`src/rtl/basic_pulse_gate_n.sv`:
```
// ---------------------------------------------------------------------------
// basic_pulse_gate_n
// Toggle-encoded (SFQ-style) N-input logic gate.  Data inputs and the logical
// clock are level-toggle encoded: every level change is one pulse.  Arrivals
// within a logical clock window set per-input flags; a logical clock pulse
// evaluates the flags (XOR / OR / AND), opens a fresh window, and schedules an
// output toggle OUT_DELAY clk cycles later when the result is 1.
//
// Ports
//   clk        in   sampling clock, all state updates on posedge
//   rst_n      in   asynchronous active-low reset
//   a_i        in   N toggle-encoded data inputs
//   sfq_clk    in   toggle-encoded logical clock
//   out        out  toggle-encoded result
//   out_pulse  out  one-cycle strobe coincident with each toggle of out
//   viol       out  one-cycle strobe: arrival coincident with logical clock
//   dbl        out  one-cycle strobe: repeated arrival on one input in a window
//   viol_cnt   out  saturating count of viol strobes
//   ready      out  high once the BEGIN_CYCLES arming period has elapsed
// ---------------------------------------------------------------------------
module basic_pulse_gate_n #(
   parameter int N            = 2,
   parameter int MODE         = 0,
   parameter int OUT_DELAY    = 1,
   parameter int BEGIN_CYCLES = 8,
   parameter int CNT_W        = 8
) (
   input  logic             clk,
   input  logic             rst_n,
   input  logic [N-1:0]     a_i,
   input  logic             sfq_clk,
   output logic             out,
   output logic             out_pulse,
   output logic             viol,
   output logic             dbl,
   output logic [CNT_W-1:0] viol_cnt,
   output logic             ready
);

   localparam int ARM_W = $clog2(BEGIN_CYCLES + 2);
   // Arming ends on the BEGIN_CYCLES-th posedge after release; the counter
   // holds the number of posedges already seen, so that edge sees BEGIN_CYCLES-1.
   localparam logic [ARM_W-1:0] ARM_LAST =
      ARM_W'((BEGIN_CYCLES > 0) ? (BEGIN_CYCLES - 1) : 0);

   typedef enum logic [1:0] {
      ST_ARM  = 2'd0,
      ST_IDLE = 2'd1,
      ST_PEND = 2'd2
   } state_t;

   state_t                 state_q, state_d;
   logic [N-1:0]           a_q;
   logic                   sfq_q;
   logic [N-1:0]           flags_q, flags_d;
   logic [OUT_DELAY-1:0]   pipe_q, pipe_d;
   logic [ARM_W-1:0]       arm_cnt_q;
   logic                   out_q, out_pulse_q, viol_q, dbl_q, ready_q;
   logic [CNT_W-1:0]       viol_cnt_q;

   logic [N-1:0]           arr;
   logic                   clk_det;
   logic                   any_arr;
   logic                   res;
   logic                   viol_d;
   logic                   dbl_d;

   // Gate function over the window flags; unknown MODE values fall back to parity.
   function automatic logic eval_gate(input logic [N-1:0] f);
      case (MODE)
         1:       return |f;
         2:       return &f;
         default: return ^f;
      endcase
   endfunction

   always_comb begin
      arr      = a_i ^ a_q;
      clk_det  = sfq_clk ^ sfq_q;
      any_arr  = |arr;
      state_d  = state_q;
      flags_d  = flags_q;
      res      = 1'b0;
      viol_d   = 1'b0;
      dbl_d    = 1'b0;

      if (state_q == ST_ARM) begin
         // Detections are dropped while arming; only the sample registers move.
         if (arm_cnt_q >= ARM_LAST) begin
            state_d = ST_IDLE;
         end
      end else if (clk_det) begin
         // Evaluate the closing window without any coincident arrival, then
         // seed the fresh window with that arrival.
         res     = eval_gate(flags_q);
         flags_d = arr;
         viol_d  = any_arr;
         state_d = any_arr ? ST_PEND : ST_IDLE;
      end else begin
         dbl_d   = |(arr & flags_q);
         flags_d = flags_q | arr;
         if (any_arr) begin
            state_d = ST_PEND;
         end
      end

      // Shift pipeline: each logical clock gets its own slot, so back-to-back
      // evaluations emerge in order.
      pipe_d = OUT_DELAY'({pipe_q, res});
   end

   always_ff @(posedge clk or negedge rst_n) begin
      if (!rst_n) begin
         state_q     <= ST_ARM;
         a_q         <= '0;
         sfq_q       <= 1'b0;
         flags_q     <= '0;
         pipe_q      <= '0;
         arm_cnt_q   <= '0;
         out_q       <= 1'b0;
         out_pulse_q <= 1'b0;
         viol_q      <= 1'b0;
         dbl_q       <= 1'b0;
         ready_q     <= 1'b0;
         viol_cnt_q  <= '0;
      end else begin
         a_q         <= a_i;
         sfq_q       <= sfq_clk;
         state_q     <= state_d;
         flags_q     <= flags_d;
         pipe_q      <= pipe_d;
         if (state_q == ST_ARM) begin
            arm_cnt_q <= arm_cnt_q + ARM_W'(1);
         end
         ready_q     <= (state_d != ST_ARM);
         out_pulse_q <= pipe_q[OUT_DELAY-1];
         out_q       <= out_q ^ pipe_q[OUT_DELAY-1];
         viol_q      <= viol_d;
         dbl_q       <= dbl_d;
         if (viol_d && (viol_cnt_q != {CNT_W{1'b1}})) begin
            viol_cnt_q <= viol_cnt_q + CNT_W'(1);
         end
      end
   end

   assign out       = out_q;
   assign out_pulse = out_pulse_q;
   assign viol      = viol_q;
   assign dbl       = dbl_q;
   assign viol_cnt  = viol_cnt_q;
   assign ready     = ready_q;

endmodule

```
`config.mk`:
```
export PLATFORM = sky130hd
export DESIGN_NAME = basic_pulse_gate_n
export DESIGN_NICKNAME = d
export VERILOG_FILES = /design/src/rtl/basic_pulse_gate_n.sv
export SDC_FILE = /design/constraint.sdc
export NUM_CORES = 1
export LEC_CHECK = 0
export CAP_MARGIN = 10
export CORE_UTILIZATION = 30
export CTS_BUF_LIST = sky130_fd_sc_hd__clkbuf_8
export DETAILED_ROUTE_END_ITERATION = 7
export PLACE_DENSITY = 0.6
export SLEW_MARGIN = 20
export SYNTH_ARGS = -nofsm -noshare
export SYNTH_HDL_FRONTEND = slang
export SYNTH_SLANG_ARGS = --single-unit
```
`constraint.sdc`:
```
create_clock -name clk -period 1.9 [get_ports clk]
set_input_delay 0.38 -clock clk [delete_from_list [all_inputs] [get_ports clk]]
set_output_delay 0.38 -clock clk [all_outputs]
set_load 0.02 [all_outputs]
```
==> Yosys cells after proc, flatten, opt, wreduce, memory -nomap -nowiden <==
Index checks and enable logic that the tools add are counted.
{ "word_totals": {"ff_bits": 25, "in_bits": 5, "output_inout_bits": 13, "word_cells": 39} }
{ "classes": {"add_sub_neg": 2, "magnitude_cmp": 1, "eq_ne": 1, "muxes": 12, "n_bitwise": 5, "n_reduce_logical": 6} }
{ "op_table": {"columns": ["operator", "count"], "rows": [
  ["2-bit two-way mux", 6],
  ["8-bit by 1-bit adder with 8-bit output (second input constant)", 1],
  ["8-bit inequality test (second input constant)", 1],
  ["1-bit two-way mux", 6],
  ["4-bit by 1-bit adder with 4-bit output (second input constant)", 1],
  ["4-bit by 3-bit greater-or-equal comparator with 1-bit output (second input constant)", 1],
  ["2-bit OR reduction", 2],
  ["2-bit AND", 1],
  ["2-bit zero test", 1],
  ["2-bit bitwise OR", 1],
  ["2-bit nonzero test", 1],
  ["2-bit XOR reduction", 1],
  ["1-bit XOR", 2],
  ["2-bit XOR", 1],
  ["1-bit logical AND", 1]
]} }

==> Longest topological paths before layout <==
{ "depth": {"word_depth": 6, "ltp_mapped": 5, "depth_no_buf": 5} }

==> Worst setup path before layout <==
OpenSTA, ideal clock, no wires.
{ "synth_timing": {"path_type": "register to register", "startpoint": "reg viol_cnt_q[0], in the netlist viol_cnt[0]", "endpoint": "reg viol_cnt_q[1], in the netlist viol_cnt[1]", "setup_ns": 0.125, "arrival_ns": 1.509, "t_required_ns": 1.775, "path_slack_ns": 0.266, "stages_incl_launch_ff": 6, "path_buffers": 0, "period_less_slack_ns": 1.634, "cell_sequence": "dfrtp_1 > ha_1 > nand3_1 > nor3_2 > nor2_1 > mux2_2"} }
{ "synth_via": {"elab_chain_len": 2, "word_cells_on_any_way": 3, "classes_between": "1 x add/sub; 1 x eq/ne; 1 x reduce/logical"} }
{ "synth_rtl": {"columns": ["item", "line", "text"], "rows": [
  ["start: declaration", "59", "logic [CNT_W-1:0] viol_cnt_q;"],
  ["start signal: assignment", "141", "viol_cnt_q <= viol_cnt_q + CNT_W'(1);"],
  ["parallel branches: the longest is 2 deep, another holds 8-bit by 1-bit adder with 8-bit output", null, null]
]} }
Parallel ways; which one is timed is not known.
A chain may end at the register's enable or synchronous reset.

==> Worst setup path after layout <==
{ "layout_timing": {"startpoint": "in a_i[0]", "endpoint": "reg viol_cnt_q[6], in the netlist viol_cnt[6]"} }
{ "layout_via": {"elab_chain_len": 5} }
{ "layout_rtl": {"columns": ["item", "line", "text"], "rows": [
  ["start: declaration", "30", "input logic [N-1:0] a_i,"],
  ["2-bit XOR", "78", "arr = a_i ^ a_q;"],
  ["2-bit OR reduction", "80", "any_arr = |arr;"],
  ["1-bit two-way mux", "92", "end else if (clk_det) begin"],
  ["1-bit two-way mux", "87", "if (state_q == ST_ARM) begin"],
  ["1-bit logical AND", "140", "if (viol_d && (viol_cnt_q != {CNT_W{1'b1}})) begin"]
]} }
No other way between the ends.

==> results.md <==
* WL per Instance at 10.9 microns
* Peak VDD IR at 0.000705 V
* Clock Skew at 0.00260 ns
* Commonest cells after routing, fill and taps aside: dfrtp_1 (25), clkdlybuf4s50_1 (17), nand2_1 (8), xor2_1 (8)
* Crit path arrival time at 1.93 ns
* Iteration-0 DRC Markers at 10
* Pin count of the biggest net entering global routing at 26
* Drc violations at 0
* CTS buffer count at 3
* ANT nets after route at 0
* Share of cells above drive strength 1 at 15.7%
* # nets final at 116
* RSZ-0062 raised after global routing: false
* Mapped Cells at 82
* Synth Cell Area at 0.00104 sq mm
* Antenna violations before repair at 0
* Share of the synthesized area in the top cell type at 60.2%
* Hold_ws at 0.399 ns
* Max Slew Vio Count at 0
* Class of the worst hold path: reg -> reg
* Yosys Warn Count at 0
* Most common cell after layout, fill and taps aside: dfrtp_1
* Die width at 60.8 microns
* All-Layer GR Usage at 10.7%
* First-pass GRT wire length at 2.85 mm
* Final Hold Viols at 0
* Post-synthesis net count at 89
* Vias in the first global route at 689
* Hold-fix buffers, CTS at 0
* Async S/R FF share, synth at 100%
* # H-tree levels at 1
* Avg Vias per Cell at 4.49
* Netlist cell types at 24
* Max FO, Critical Path at 8
* Final setup fails at 0
* CTS clock-pin slew for the worst setup and hold paths at 0.08 ns
* Die area at 0.00370 sq mm
* Synth Register Bits at 25
* Initial Utilization at 32.7%
* Number of synthesized flops with an enable pin at 0
* Critical path data required time at 2.06 ns
* Sequential fraction of the synthesis area at 60.2%
* Total gr overflow at 0
* Synth area leader: dfrtp_1
* FF+latch area at 626 sq um
* Later-pin clock latency in the skew report at 0.26 ns
* Die Height at 60.8 microns
* IO buf count at 17
* Layout area overhead at 32.2%
* Area of the core at 0.00318 sq mm
* Post-Route M1 WL at 786 microns
* CTS sink cnt at 25
* Startpoint Class: input port
* Crit share post-route at 93.4%
* Overall Power at 1.97 mW
* Final Wtd Congestion at 0.805
* Power per cell area at 1440 mW/mm^2
* Syn_area_per_cell at 12.7 sq um
* P_leak at 0.590 nW
* Post-DP HPWL at 1.20 mm
* Area occupied by multi-input gates at 435 sq um
* Met3 wire len at 93 microns
* WS Path Type: in -> reg
* CP Capture Type: flop
* Min cycle time layout at 1.78 ns
* Max Fclk at 0.563 GHz
* Met2 WL at 767 microns
* Maxcap violations at 0
* Drt total wl at 1.66 mm
* Row cnt at 20
* Via count at 683
* IO Count at 18
* Max layer used: met4
* Top_reg_cell synth: dfrtp_1
* TritonRoute pass-1 iters at 4
* Slew @ Worst Pin at 0.374 ns
* CTS root buf: clkbuf_8
* TritonCTS clock tree: yes
* Rel. slew slack at 74.9%
* Synth top area cells: dfrtp_1 (60%), xor2_1 (8.4%), xnor2_1 (4.2%)
* FILL cells at 311
* Max clock buf depth at 2
* N_diodes at 0
* Status: completed
-- synth_stat cells (all sizes together) (2+ instances only) --
cell type and number:
a21oi 3, dfrtp 25, ha 2, mux2 3, nand2 8, nand3 3, nor2 3, nor3 4
nor4 2, o21ai 3, xnor2 5, xor2 11
-- layer usage --
| layer | up-vias | GRT usage [%] |
|---|---|---|
| met5 | - | 0 |
| met1 | 330 | 12.3 |
| li1 | 335 | - |
| met3 | 2 | 4.48 |
| met2 | 16 | 18.1 |
| met4 | 0 | 3.57 |
-- kinds of logic (layout without fill, tap and decap cells) --
kind of cell	count (synthesis)	after routing	synth area share, %
AOI/OAI and AO/OA	10	10	6.51
DFF	25	25	60.2
adders and majority gates	2	2	2.41
xor gates and xnor gates	16	16	14.2
and+or+nand+nor	25	25	13.0
buffers and inverters	1	27	0.361
muxes	3	3	3.25
-- power breakdown --
part / total (mW) / switching [mW] / internal [mW]
sequential: 0.925 / 0.195 / 0.731
clock: 0.297 / 0.153 / 0.144
combinational: 0.751 / 0.357 / 0.394
total: 1.97 / 0.704 / 1.27
-- flip-flops by register name, summed over array words and instances (netlist names), 2 cells and up --
signal	count
viol_cnt	8
arm_cnt_q	4
a_q	2
flags_q	2
state_q	2
-- worst paths after layout --
kind | endpoint | from | slack, ns | cells after the start
min | out_pulse | pipe_q | 0.40 | 0
max reg2reg | viol_cnt[1] | viol_cnt[0] | 0.29 | 5
max | viol_cnt[6] | a_i[0] | 0.12 | 5
min reg2reg | out_pulse | pipe_q | 0.40 | 0
max in group asynchronous | viol | rst_n | 1.19 | 2
min in group asynchronous | viol_cnt[5] | rst_n | 0.47 | 2
-- layout make-up --
type | instances | share of cell area [%]
clock buffers | 3 | 3.01
inverters | 1 | 0.273
clock inverters | 1 | 0.273
well taps | 44 | 4.01
repair buffers | 22 | 15.1
multi-input cells | 56 | 31.7
flip-flops and latches | 25 | 45.6
-- timing repair --
action,in CTS,in global routing
resized for setup,0,3
endpoints found under the hold margin,0,0
setup buffers,0,0
endpoints found under the setup margin,0,3
-- metrics by stage --
stage | std cells | util [%] | TNS [ns] | setup WS (ns) | area (sq um)
6_report | 152 | 43.2 | 0 | 0.125 | 1370
5_1_grt | 152 | 43.2 | 0 | 0.0122 | 1370
4_1_cts | 152 | 42.4 | 0 | 0.0381 | 1350
3_5_place_dp | 148 | 40.9 | -1.13 | -0.255 | 1300
3_3_place_gp | 148 | 40.9 | -0.702 | -0.188 | 1300
2_1_floorplan | 82 | - | 0 | 0.266 | 1040
-- worst max-delay path, cell delays in order --
cell and delay [ns]:
clkdlybuf4s50_1 0.56, xor2_2 0.23, o221ai_4 0.18, nor3_1 0.23, mux2_2 0.35
Note: power is estimated with default switching activity, not from simulation.
